**src/rtl/riscv_pkg.sv**
```systemverilog
// Shared RV32 definitions: datapath width, reset/bubble constants, opcode map and
// the IF/ID bundle layout.
package riscv_pkg;

    localparam int          XLEN      = 32;
    localparam logic [31:0] RESET_PC  = 32'h0000_0000;
    localparam logic [31:0] NOP_INSTR = 32'h0000_0013;   // addi x0,x0,0

    typedef enum logic [6:0] {
        OP_LOAD   = 7'b0000011,
        OP_IMM    = 7'b0010011,
        OP_AUIPC  = 7'b0010111,
        OP_STORE  = 7'b0100011,
        OP_REG    = 7'b0110011,
        OP_LUI    = 7'b0110111,
        OP_BRANCH = 7'b1100011,
        OP_JALR   = 7'b1100111,
        OP_JAL    = 7'b1101111
    } opcode_e;

    typedef struct packed {
        logic [31:0]     instr;
        logic [XLEN-1:0] pc;
        logic [XLEN-1:0] pc_plus4;
        logic            valid;
    } if_id_t;

    localparam int IF_ID_W = $bits(if_id_t);

    function automatic if_id_t if_id_bubble();
        if_id_t b;
        b.instr    = NOP_INSTR;
        b.pc       = '0;
        b.pc_plus4 = '0;
        b.valid    = 1'b0;
        return b;
    endfunction

endpackage

```
**src/rtl/if_id_reg.sv**
```systemverilog
// Generic pipeline register with rst > flush > stall > load priority; reset and
// flush both load BUBBLE. Reused for IF/ID and ID/EX.
module if_id_reg #(
    parameter int           W      = 1,
    parameter logic [W-1:0] BUBBLE = '0
) (
    input  logic         clk,
    input  logic         rst,
    input  logic         flush,
    input  logic         stall,
    input  logic [W-1:0] d,
    output logic [W-1:0] q
);

    always_ff @(posedge clk) begin
        if (rst || flush)
            q <= BUBBLE;
        else if (!stall)
            q <= d;
    end

endmodule

```
**src/rtl/fetch_stage.sv**
```systemverilog
// Fetch stage: PC register, next-PC select (redirect from EX beats stall), and the
// IF/ID register. Optional perf counters under FETCH_PERF_CNT_EN.
module fetch_stage
    import riscv_pkg::*;
#(
    parameter int                XLEN      = riscv_pkg::XLEN,
    parameter logic [XLEN-1:0]   RESET_PC  = riscv_pkg::RESET_PC[XLEN-1:0],
    parameter logic [31:0]       NOP_INSTR = riscv_pkg::NOP_INSTR
) (
    input  logic            clk,
    input  logic            rst,
    input  logic            stall_f,
    input  logic            stall_d,
    input  logic            flush_d,
    input  logic            pc_src_e,
    input  logic [XLEN-1:0] pc_target_e,
    output logic [XLEN-1:0] imem_addr,
    input  logic [31:0]     imem_rdata,
    output logic [XLEN-1:0] pc_f,
    output logic [31:0]     instr_d,
    output logic [XLEN-1:0] pc_d,
    output logic [XLEN-1:0] pc_plus4_d,
    output logic            valid_d
`ifdef FETCH_PERF_CNT_EN
    ,
    output logic [31:0]     fetch_cnt,
    output logic [31:0]     stall_cnt
`endif
);

    localparam int              W        = 32 + 2*XLEN + 1;
    localparam logic [W-1:0]    BUBBLE   = {NOP_INSTR, {(2*XLEN){1'b0}}, 1'b0};
    localparam logic [XLEN-1:0] ALIGN_M  = {{(XLEN-2){1'b1}}, 2'b00};
    localparam logic [XLEN-1:0] FOUR     = XLEN'(4);

    logic [XLEN-1:0] pc_plus4_f;
    logic [XLEN-1:0] pc_next;
    logic [W-1:0]    if_id_d;
    logic [W-1:0]    if_id_q;

    assign pc_plus4_f = pc_f + FOUR;
    assign imem_addr  = pc_f;

    always_comb begin
        pc_next = pc_plus4_f;
        if (pc_src_e)
            pc_next = pc_target_e & ALIGN_M;
        else if (stall_f)
            pc_next = pc_f;
    end

    always_ff @(posedge clk) begin
        if (rst)
            pc_f <= RESET_PC;
        else
            pc_f <= pc_next;
    end

    assign if_id_d = {imem_rdata, pc_f, pc_plus4_f, 1'b1};

    if_id_reg #(
        .W      (W),
        .BUBBLE (BUBBLE)
    ) u_if_id (
        .clk   (clk),
        .rst   (rst),
        .flush (flush_d),
        .stall (stall_d),
        .d     (if_id_d),
        .q     (if_id_q)
    );

    assign instr_d    = if_id_q[W-1 -: 32];
    assign pc_d       = if_id_q[2*XLEN -: XLEN];
    assign pc_plus4_d = if_id_q[XLEN -: XLEN];
    assign valid_d    = if_id_q[0];

`ifdef FETCH_PERF_CNT_EN
    // A stall cycle that also redirects is not counted: the PC still moves.
    always_ff @(posedge clk) begin
        if (rst) begin
            fetch_cnt <= '0;
            stall_cnt <= '0;
        end else begin
            if (!flush_d && !stall_d)
                fetch_cnt <= fetch_cnt + 32'd1;
            if (stall_f && !pc_src_e)
                stall_cnt <= stall_cnt + 32'd1;
        end
    end
`endif

endmodule

```
**config.mk**
```make
export PLATFORM = sky130hd
export DESIGN_NAME = fetch_stage
export DESIGN_NICKNAME = d
export VERILOG_FILES = /design/src/rtl/riscv_pkg.sv /design/src/rtl/if_id_reg.sv /design/src/rtl/fetch_stage.sv
export SDC_FILE = /design/constraint.sdc
export NUM_CORES = 1
export LEC_CHECK = 0
export BUFFER_PORTS_ARGS = -buffer_cell sky130_fd_sc_hd__buf_4
export CORE_ASPECT_RATIO = 0.5
export CORE_MARGIN = 2
export CORE_UTILIZATION = 30
export CTS_CLUSTER_SIZE = 16
export DETAILED_ROUTE_END_ITERATION = 6
export GPL_ROUTABILITY_DRIVEN = 0
export SLEW_MARGIN = 20
export SYNTH_ARGS = -nofsm -noshare
export SYNTH_HDL_FRONTEND = slang
export SYNTH_HIERARCHICAL = 1
export SYNTH_SLANG_ARGS = --single-unit
```
**constraint.sdc**
```tcl
create_clock -name clk -period 2.25 [get_ports clk]
set_input_delay 0.3375 -clock clk [delete_from_list [all_inputs] [get_ports clk]]
set_output_delay 0.3375 -clock clk [all_outputs]
set_load 0.01 [all_outputs]
```
==> summary.txt, run 1 <==
Final layout
  • Nets: 918
  • Antenna cell count: 0
  • Layout cell share with drive strength beyond 1: 0.3593
  • Finished Core Util: 0.4312
  • Layout Area Growth over Synthesis: 39.32%

Timing
  • Tmin final: just over 2 ns
  • Fin crit share: 0.9159
  • Final setup fails: 0
  • RSZ-0062 raised after global routing: no
  • Slew Limit Fails: 0
  • Setup TNS: 0 ns
  • Max Fclk: 485.3 MHz
  • Worst clock skew: between 0.01 and 0.015 ns
  • Hold violation count in the final report: 0
  • PnR worst setup slack: between 0.15 and 0.2 ns

Placed design
  • Port bufs: between 200 and 250
  • Detailed Place HPWL: about 13000 µm
  • Pre-CTS setup slack: between 0.15 and 0.2 ns

Synth
  • Synthesized area: between 6000 and 7000 µm²
  • Yosys top cell by area: dfxtp_1
  • Yosys top cell area share: 0.4183
  • Synth top area cells: dfxtp_1 (42%), mux2i_1 (16%), nor2_1 (7.4%), buf_4 (4.8%), xnor2_1 (3.7%)
  • Syn Area/Cell: between 9 and 10 µm²
  • Count leader, synth: dfxtp_1
  • YS warnings: 6
  • Ys flop type: dfxtp_1
  • Post-synthesis cell type count: between 40 and 50
  • Post-synth EDFFs: 0
  • Flip-flop and latch count after synthesis: approximately 130
  • Post-synthesis sequential area ratio: 0.4183
  • Post-Syn Instances: approximately 640
  • Async set-reset flop share out of synthesis: 0
  • Top post-synthesis cells by count: dfxtp_1 (127), nor2_1 (120), mux2i_1 (98)

Critical path
  • Setup crit end kind: flop
  • Worst EP arrival: approximately 2.4 ns
  • Crit start category: flop
  • Critical Path Source: imem_addr[2]
  • Highest net fanout along the worst path: 5
  • CP required: ~2.6 ns
  • Worst R2R Start: imem_addr[2]
  • Setup CP Type: flop to flop

Clock tree
  • Clock root buffer: clkbuf_16
  • Setup repair bufs after CTS: 0
  • CTS tree: done
  • # clock sinks: around 130
  • Post-cts gate resize count: 0
  • Total CTS buffers: 17
  • Max clock buf depth: 2
  • CTS clk-pin slew, worst paths: around 0.060 ns
  • Max H-tree Level: 4
  • Cts hold-fix bufs: 0
  • Worst-Skew Late Latency: around 0.42 ns

Power and ir drop
  • PD cells: roughly 720 nW/µm²
  • Lkg Pwr: between 3 and 4 nW
  • Peak VDD IR: 0.5454 mV

Floorplan
  • Die W: 205.3 µm
  • Top-level I/O count: between 200 and 250
  • Initial Util: 0.3095
  • Die Height: 104.7 µm
  • Die area: around 21000 µm²
  • Std-Cell Rows: 36
  • Core area: between 15000 and 20000 µm²

Route
  • Post-Route WL: about 18000 µm
  • DRT iter0 DRCs: approximately 240
  • DRT antenna net count: 0
  • Drt via density: about 4.7
  • WL per Instance: approximately 16 µm
  • DRT Pass-1 Iters: 5
  • Remaining DRCs: 0
  • Vias: around 5300

GRT
  • Grt ovf: 0
  • First-pass GRT wire length: roughly 27000 µm
  • Number of global-route vias before repair: between 4000 and 5000
  • GRT Max-Usage Layer: met2
  • Met1 Track Usage GR: 0.2018
  • Grt met2 use: 0.2806
  • Gr usage total: 0.1618
  • Largest net degree at the start of global routing: 60
  • Met3 GRT Util: 0.03681
  • Initial antenna violation count: 0

Min path
  • Hold Crit Class: primary input to flop
  • Hold Startpoint: imem_rdata[4]

Run status
  • Status: completed

Flow run
  • Total of max-cap violations: 0
## placed cells by master (no fill, tap or decap), types with 12 or more instances in the layout
cell type,netlist,layout
mux2i_1,98,98
xor2_1,13,13
nor2_1,120,120
xnor2_1,26,26
a311oi_1,12,12
buf_4,39,255
nand2_1,22,22
nand3_1,13,13
clkbuf_16,0,17
dfxtp_1,127,127
nand4_1,13,13
## per-stage QoR
stage	power, mW	hold slack, ns	std cells	area (µm²)
4_1_cts	6.214	0.1173	1126	8466
5_1_grt	6.380	0.1384	1126	8468
2_1_floorplan	2.946	0.4465	650	6105
3_3_place_gp	3.270	0.4639	1094	7850
6_report	6.137	0.1326	1126	8468
3_5_place_dp	3.284	0.4720	1094	7850
## critical path, stage by stage, from the launching register on
cell     delay, ns
dfxtp_1       0.34
ha_2          0.25
nand3_2       0.09
or4_1         0.50
buf_4         0.20
nor4_1        0.26
xor2_1        0.19
mux2i_1       0.08
nor2_1        0.09
## where the power goes
group,switching (mW),internal (mW),leakage (nW)
registers,0.0728,2.33,1.04
clock network,1.10,1.81,0.285
logic,0.405,0.415,2.50
## flip-flops by register name (all words and copies together), names as in the netlist
name       cells
imem_addr     30
u_if_id/q     97
## final timing paths
check	end	slack (ns)	depth (start not counted)
min	u_if_id/q[69]	0.13	3
max reg2reg	u_if_id/q[23]	0.19	8
min reg2reg	u_if_id/q[69]	0.49	2
max	u_if_id/q[23]	0.19	8
## final cells by class
| cell class | count | area, µm² |
|---|---|---|
| clock buffers | 20 | 456.7 |
| clock inverters | 12 | 158.9 |
| fillers | 1940 | 11170 |
| inverters | 5 | 18.77 |
| multi-input cells | 436 | 2953 |
| flip-flops and latches | 127 | 2542 |
| well taps | 266 | 332.8 |
| repair buffers | 260 | 2006 |
## cells by family (layout without fill, tap and decap cells)
| logic type | after synthesis | after routing | synth area share |
|---|---|---|---|
| simple gates | 241 | 241 | 0.1966 |
| flops | 127 | 127 | 0.4183 |
| mux | 98 | 98 | 0.1614 |
| buf+inv | 87 | 297 | 0.1021 |
| compound gates | 48 | 48 | 0.06217 |
| xor+xnor | 39 | 39 | 0.05620 |
| other cells | 2 | 9 | 0.001236 |
| fa+ha+maj | 1 | 1 | 0.002058 |
## per-layer routing
layer / share of wire / wire length, µm
met5: 0 / 0
met4: 0.0079 / 142
met3: 0.044 / 781
met2: 0.51 / 9113
met1: 0.44 / 7846
No activity file was read; power rests on OpenSTA's default activity.
==> run 2, diff against run 1 <==
ABC_AREA = 1   (was unset)
==> run 2 against run 1 <==
  * Via count is 17% higher
  * Critical path depth stayed put
  * Clock skew is 0.0045 ns lower
  * Global-route usage is 0.25 points higher
  * Non-clock buffer count is 27 lower
  * Synthesized cell count is 56% higher
  * Die area is 5.3% higher
  * Combinational power is 2% lower
  * Power is 0.91% higher
  * Largest power group unchanged
  * Final cell count is 31% higher
  * First-iteration DRC count is 72% higher
==> summary.txt, run 2 <==
Run status
  • Status: completed (unchanged)

Final layout
  • Area of the multi-input gates: 2879 µm² (was 2953 µm²)
  • Commonest non-fill, non-tap cell in the layout: nand2_1 (was buf_4)
  • Commonest non-fill, non-tap cells in the layout: nand2_1 (329), buf_4 (230), nor2_1 (216) (was buf_4 (255), dfxtp_1 (127), nor2_1 (120))
  • Antenna cell count: 0 (unchanged)
  • Sequential Area: 2542 µm² (unchanged)
  • Number of fill cells: 2136 (was 1940)
  • Nets: 1258 (was 918)
  • Finished Core Util: 0.4198 (was 0.4312)
  • Layout cell share with drive strength beyond 1: 0.2425 (was 0.3593)
  • Max reg flops: 97 (unchanged)
  • Finished Layout Cells: 1473 (was 1126)
  • Layout Area Growth over Synthesis: 35.85% (was 39.32%)
  • Largest Register: u_if_id/q (unchanged)
  • Final Instance Area: 8706 µm² (was 8468 µm²)

Synth
  • Synthesized area: 6409 µm² (was 6078 µm²)
  • Post-Syn Instances: 1004 (was 643)
  • Synth top area cells: dfxtp_1 (40%), nand2_1 (19%), nor2_1 (13%), inv_1 (8.3%), buf_4 (4.0%) (was dfxtp_1 (42%), mux2i_1 (16%), nor2_1 (7.4%), buf_4 (4.8%), xnor2_1 (3.7%))
  • Post-synthesis sequential area ratio: 0.3967 (was 0.4183)
  • Syn Area/Cell: 6.383 µm² (was 9.453 µm²)
  • Simple-gate share of the synthesized area: 0.3668 (was 0.1966)
  • Count leader, synth: nand2_1 (was dfxtp_1)
  • Post-synthesis mux area share: 0 (was 0.1614)
  • Post-synthesis cell type count: 26 (was 49)
  • Largest family of logic cells by synthesized area: simple AND/OR/NAND/NOR gates (unchanged)
  • Async set-reset flop share out of synthesis: 0 (unchanged)
  • YS warnings: 6 (unchanged)
  • Yosys top cell area share: 0.3967 (was 0.4183)
  • Post-synth EDFFs: 0 (unchanged)
  • Flip-flop and latch count after synthesis: 127 (unchanged)
  • Post-Synth XOR/XNOR Area: 0.02753 (was 0.05620)
  • Ys flop type: dfxtp_1 (unchanged)
  • Yosys top cell by area: dfxtp_1 (unchanged)
  • Top post-synthesis cells by count: nand2_1 (329), nor2_1 (217), inv_1 (142) (was dfxtp_1 (127), nor2_1 (120), mux2i_1 (98))
  • Post-synthesis adder-cell area fraction: 0.001952 (was 0.002058)
  • Complex-gate fraction of the synthesized area: 0.04725 (was 0.06217)

Route
  • DRT iter0 DRCs: 410 (was 239)
  • DRT Pass-1 Iters: 5 (unchanged)
  • Drt via density: 4.177 (was 4.665)
  • Vias: 6152 (was 5253)
  • Remaining DRCs: 0 (unchanged)
  • WL per Instance: 12.58 µm (was 15.88 µm)
  • DRT antenna net count: 0 (unchanged)
  • Post-Route WL: 18530 µm (was 17880 µm)

GRT
  • Initial antenna violation count: 0 (unchanged)
  • Gr usage total: 0.1644 (was 0.1618)
  • Number of global-route vias before repair: 5643 (was 4885)
  • Largest net degree at the start of global routing: 86 (was 60)
  • First-pass GRT wire length: 28720 µm (was 27300 µm)
  • Grt ovf: 0 (unchanged)

Min path
  • Hold Crit Class: primary input to flop (unchanged)

Floorplan
  • Die W: 210.7 µm (was 205.3 µm)
  • Initial Util: 0.3090 (was 0.3095)
  • Std-Cell Rows: 37 (was 36)
  • Core area: 20740 µm² (was 19640 µm²)
  • Die Height: 107.4 µm (was 104.7 µm)
  • Die area: 22620 µm² (was 21480 µm²)
  • Top-level I/O count: 231 (unchanged)

Timing
  • Final setup fails: 0 (unchanged)
  • Slew Limit Fails: 0 (unchanged)
  • Worst slew pin tran: 0.6355 ns
  • Setup TNS: 0 ns (unchanged)
  • RSZ-0062 raised after global routing: no (unchanged)
  • Fin crit share: 0.8190 (was 0.9159)
  • WHS: 0.1040 ns (was 0.1326 ns)
  • Worst clock skew: 0.005915 ns (was 0.01037 ns)
  • Slew HR: 0.5763
  • Max Fclk: 542.7 MHz (was 485.3 MHz)
  • Tmin final: 1.843 ns (was 2.061 ns)
  • Hold violation count in the final report: 0 (unchanged)

Flow run
  • Total of max-cap violations: 0 (unchanged)

Power and ir drop
  • Peak VDD IR: 0.4481 mV (was 0.5454 mV)
  • PD cells: 711.4 nW/µm² (was 724.7 nW/µm²)
  • Lkg Pwr: 4.245 nW (was 3.818 nW)

Critical path
  • Setup crit end kind: flop (unchanged)
  • Slowest-stage cell, CP: dfxtp_1 (was or4_1)
  • Highest net fanout along the worst path: 6 (was 5)
  • Worst EP arrival: 2.15 ns (was 2.42 ns)
  • R2R setup slack: 0.41 ns (was 0.19 ns)
  • Worst stage delay on the critical path: 0.44 ns (was 0.50 ns)
  • Setup CP Type: flop to flop (unchanged)
  • Crit start category: flop (unchanged)
  • CP bufs+invs: 0 (was 1)
  • CP delay by family, top: simple AND/OR/NAND/NOR gates (unchanged)
  • CP required: 2.56 ns (was 2.61 ns)
  • Worst-path cell chain: ha_1 > nand3_1 > nor2_1 > nand2_1 > o21ai_0 > nand2_1 > a21oi_1 > nor2_1 (was ha_2 > nand3_2 > or4_1 > buf_4 > nor4_1 > xor2_1 > mux2i_1 > nor2_1)

Clock tree
  • CTS clk-pin slew, worst paths: 0.06 ns (about the same)
  • CTS tree: done (unchanged)
  • Worst-Skew Late Latency: 0.43 ns (was 0.42 ns)
  • Max H-tree Level: 4 (unchanged)
  • Total CTS buffers: 17 (unchanged)
  • # clock sinks: 127 (unchanged)
  • Post-cts gate resize count: 0 (unchanged)
  • Max clock buf depth: 2 (unchanged)
  • Setup repair bufs after CTS: 0 (unchanged)
  • Cts hold-fix bufs: 0 (unchanged)
  • Clock root buffer: clkbuf_16 (unchanged)

Placed design
  • Port bufs: 224 (unchanged)
  • Detailed Place HPWL: 13150 µm (was 12740 µm)
  • DP Area: 8078 µm² (was 7850 µm²)
  • Dpl cells: 1441 (was 1094)
==> run 2: cell types whose count changed after synthesis, sizes merged, moves of 10 or more <==
cell    change
inv       +138
nor3       -10
a311oi     -12
nand4      -15
mux2i      -98
nor2       +99
a21oi      +19
nand2     +312
xnor2      -22
==> run 2: metrics by stage <==
step	power [mW]	setup slack (ns)
6_report	6.193	0.4073
5_1_grt	6.490	0.2314
4_1_cts	6.290	0.4187
3_5_place_dp	3.314	0.4335
3_3_place_gp	3.300	0.4680
2_1_floorplan	2.964	0.6263
==> run 2: cell type report <==
type,count,share of cell area
clock buffer,23,0.05720
inverter,143,0.06166
multi-input combinational,665,0.3307
timing repair buffer,233,0.2042
tap,273,0.03924
sequential,127,0.2920
clock inverter,9,0.01495
==> run 2: tightest hold or removal path, stage by stage <==
cell and delay, ns:
buf_4 0.08, nand2_1 0.04, nand3_1 0.05
==> run 2: final timing paths <==
| kind | from | end | depth (start not counted) |
|---|---|---|---|
| setup / recovery | imem_addr[3] | imem_addr[20] | 8 |
| setup reg to reg | imem_addr[3] | imem_addr[20] | 8 |
| hold / removal | imem_rdata[0] | u_if_id/q[65] | 3 |
| hold reg to reg | u_if_id/q[65] | u_if_id/q[65] | 2 |
==> run 2: logic make-up (layout without fill, tap and decap cells) <==
group	count (synthesis)	after routing
adder cells (fa/ha/maj)	1	1
flip-flops	127	127
buffers and inverters	219	408
other	2	9
AO/OA/AOI/OAI	52	52
AND/OR/NAND/NOR	588	588
XOR/XNOR	15	15
==> run 2: power by group <==
| group | internal [mW] | switching [mW] | leakage, nW |
|---|---|---|---|
| sequential | 2.35 | 0.105 | 1.04 |
| clock | 1.88 | 1.05 | 0.297 |
| combinational | 0.377 | 0.425 | 2.91 |
| total | 4.61 | 1.58 | 4.24 |
==> run 2: per-layer routing <==
layer  wire length, µm  GRT usage  part of all wire
met5                 0          0                 0
met4               133    0.04376            0.0072
met1              8471     0.1960              0.46
met2              8971     0.2862              0.48
met3               948    0.05309             0.051
==> run 3, diff against run 2 <==
clock period = 1.7 ns   (was 2.25 ns; I/O delays follow)
==> run 3 against run 2 <==
  * Count of clock-buffer cells in the layout decreased by 4
  * Design area is 3.4% higher
  * Die area did not move
  * Worst setup slack got worse by 0.32 ns
  * Combinational power increased by 50%
==> summary.txt, run 3 (synthesized netlist as in run 2, its figures left out) <==
Run status
  • Status: completed (unchanged)

Floorplan
  • Top-level I/O count: 231 (unchanged)
  • Std-Cell Rows: 37 (unchanged)
  • Initial Util: 0.3090 (unchanged)
  • Die area: 22620 µm² (unchanged)
  • Die W: 210.7 µm (unchanged)
  • Core area: 20740 µm² (unchanged)
  • Die Height: 107.4 µm (unchanged)

Clock tree
  • CTS clk-pin slew, worst paths: 0.06 ns (about the same)
  • Worst-Skew Late Latency: 0.43 ns (about the same)
  • Clock root buffer: clkbuf_16 (unchanged)
  • Max H-tree Level: 4 (unchanged)
  • Total CTS buffers: 17 (unchanged)
  • Max clock buf depth: 2 (unchanged)
  • CTS tree: done (unchanged)
  • # clock sinks: 127 (unchanged)

Final layout
  • Max reg flops: 97 (unchanged)
  • Layout cell share with drive strength beyond 1: 0.2706 (was 0.2425)
  • Layout Area Growth over Synthesis: 40.49% (was 35.85%)
  • Nets: 1296 (was 1258)
  • Final Instance Area: 9004 µm² (was 8706 µm²)
  • Largest Register: u_if_id/q (unchanged)
  • Commonest non-fill, non-tap cells in the layout: nand2_1 (329), buf_4 (263), nor2_1 (214) (was nand2_1 (329), buf_4 (230), nor2_1 (216))
  • Commonest non-fill, non-tap cell in the layout: nand2_1 (unchanged)
  • Antenna cell count: 0 (unchanged)

Critical path
  • Crit path depth: 9 (was 8)
  • Worst R2R Start: imem_addr[3] (unchanged)
  • Worst EP arrival: 1.94 ns (was 2.15 ns)
  • Highest net fanout along the worst path: 5 (was 6)
  • Most Frequent Cell on Critical Path: nor2_1
  • RR Endpoint: u_if_id/q[20] (was imem_addr[20])
  • CP bufs+invs: 1 (was 0)
  • CP delay by family, top: simple AND/OR/NAND/NOR gates (unchanged)
  • Crit start category: flop (unchanged)
  • Slowest-stage cell, CP: dfxtp_2 (was dfxtp_1)
  • R2R setup slack: 0.09 ns (was 0.41 ns)
  • Setup crit end kind: flop (unchanged)
  • Worst stage delay on the critical path: 0.35 ns (was 0.44 ns)
  • Setup CP Type: flop to flop (unchanged)
  • CP required: 2.02 ns (was 2.56 ns)
  • Worst-path cell chain: buf_4 > nand2_2 > nor2_8 > nand2_4 > nor2_4 > nand3_1 > and2_1 > nor2_1 > nor2_1 (was ha_1 > nand3_1 > nor2_1 > nand2_1 > o21ai_0 > nand2_1 > a21oi_1 > nor2_1)
  • Worst R2R Path Depth: 9 (was 8)

Timing
  • Worst clock skew: 0.01825 ns (was 0.005915 ns)
  • Final setup fails: 0 (unchanged)
  • Slew Limit Fails: 0 (unchanged)
  • PnR worst setup slack: 0.08566 ns (was 0.4073 ns)
  • Fin crit share: 0.9496 (was 0.8190)
  • Max Fclk: 619.4 MHz (was 542.7 MHz)
  • Tmin final: 1.614 ns (was 1.843 ns)
  • Hold violation count in the final report: 0 (unchanged)

Power and ir drop
  • Lkg Pwr: 4.416 nW (was 4.245 nW)
  • P_sw: 2.135 mW (was 1.581 mW)
  • Gate power share: 0.153 (was 0.129)
  • Sequential share of power: 0.408 (was 0.397)
  • Peak VDD IR: 0.5671 mV (was 0.4481 mV)
  • Int Pwr: 5.723 mW (was 4.612 mW)
  • PD cells: 872.8 nW/µm² (was 711.4 nW/µm²)
  • Clk pwr share: 0.439 (was 0.474)
  • Sw Ratio: 0.2717 (was 0.2554)

Placed design
  • DP Area: 8391 µm² (was 8078 µm²)
  • Pre-CTS setup slack: 0.01513 ns (was 0.4335 ns)
  • Detailed Place HPWL: 14000 µm (was 13150 µm)
  • Port bufs: 224 (unchanged)

Min path
  • Hold Startpoint: imem_rdata[4] (was imem_rdata[0])
  • Worst Hold End: u_if_id/q[69] (was u_if_id/q[65])
  • Hold path depth: 3 (unchanged)
  • Hold Crit Class: primary input to flop (unchanged)

Route
  • DRT Pass-1 Iters: 5 (unchanged)
  • Met3 wire length: 949 µm (was 948 µm)
  • Post-Route WL: 19100 µm (was 18530 µm)
  • Remaining DRCs: 0 (unchanged)
  • Drt via density: 4.222 (was 4.177)
  • Wl on met1: 8782 µm (was 8471 µm)
  • DRT antenna net count: 0 (unchanged)
  • DR top layer: met4 (unchanged)
  • DRT iter0 DRCs: 396 (was 410)
  • WL per Instance: 12.64 µm (was 12.58 µm)
  • Met2 routed wirelength: 9188 µm (was 8971 µm)
  • Vias: 6380 (was 6152)

GRT
  • First-pass GRT wire length: 29740 µm (was 28720 µm)
  • Grt ovf: 0 (unchanged)
  • Largest net degree at the start of global routing: 53 (was 86)
  • Gr usage total: 0.1695 (was 0.1644)
  • Number of global-route vias before repair: 5831 (was 5643)
  • Initial antenna violation count: 0 (unchanged)

Flow run
  • Total of max-cap violations: 0 (unchanged)
==> run 3: how the worst max path moves through the flow <==
stage                             from       endpoint  slack, ns
after floorplan           imem_addr[3]  u_if_id/q[23]       0.08
after global placement    imem_addr[2]  u_if_id/q[31]       0.11
after detailed placement  imem_addr[2]  imem_addr[20]       0.02
after CTS                 imem_addr[2]  imem_addr[20]      0.005
after global routing      imem_addr[3]  u_if_id/q[20]     -0.008
final                     imem_addr[3]  u_if_id/q[20]       0.09
==> run 3: repair_timing <==
action	CTS	global route
hold buffers	0	1
buffers inserted	0	2
hold endpoints to repair	0	1
gates resized for setup	0	8
setup endpoints to repair	0	19
==> run 3: final cells by class <==
class	count	area [µm²]
clock inverters	13	116.4
clock buffers	19	442.9
flip-flops and latches	127	2546
fillers	2121	11740
well taps	273	341.6
repair buffers	271	2116
inverters	143	536.8
multi-input cells	665	2904
==> run 3: layer usage <==
layer | vias up | GRT usage
met4 | 0 | 0.04125
met2 | 138 | 0.2904
met5 | - | 0
met1 | 2891 | 0.2100
met3 | 10 | 0.04959
li1 | 3341 | -
==> run 3: power groups by stage <==
stage | Combinational (mW) | Clock, mW | Sequential [mW]
floorplan | 0.578 | 0 | 3.34
CTS | 1.21 | 3.56 | 3.20
detailed placement | 1.21 | 0 | 3.27
finish | 1.20 | 3.45 | 3.20
global placement | 1.19 | 0 | 3.26
global route | 1.33 | 3.72 | 3.22
==> run 3: worst reg2reg max path: stages (launching register included) <==
cell and delay (ns):
dfxtp_2 0.35, buf_4 0.15, nand2_2 0.09, nor2_8 0.17, nand2_4 0.10, nor2_4 0.22
nand3_1 0.12, and2_1 0.18, nor2_1 0.09, nor2_1 0.05
==> run 3: metrics by stage <==
| stage | util | hold slack, ns | TNS [ns] | cells | total power [mW] |
|---|---|---|---|---|---|
| finish | 0.4341 | 0.04703 | 0 | 1511 | 7.858 |
| global route | 0.4341 | 0.02465 | -0.008134 | 1511 | 8.270 |
| CTS | 0.4315 | 0.001522 | 0 | 1508 | 7.972 |
| detailed placement | 0.4046 | 0.4595 | 0 | 1476 | 4.471 |
| global placement | 0.4046 | 0.4604 | 0 | 1476 | 4.449 |
| floorplan | - | 0.3682 | 0 | 1011 | 3.923 |
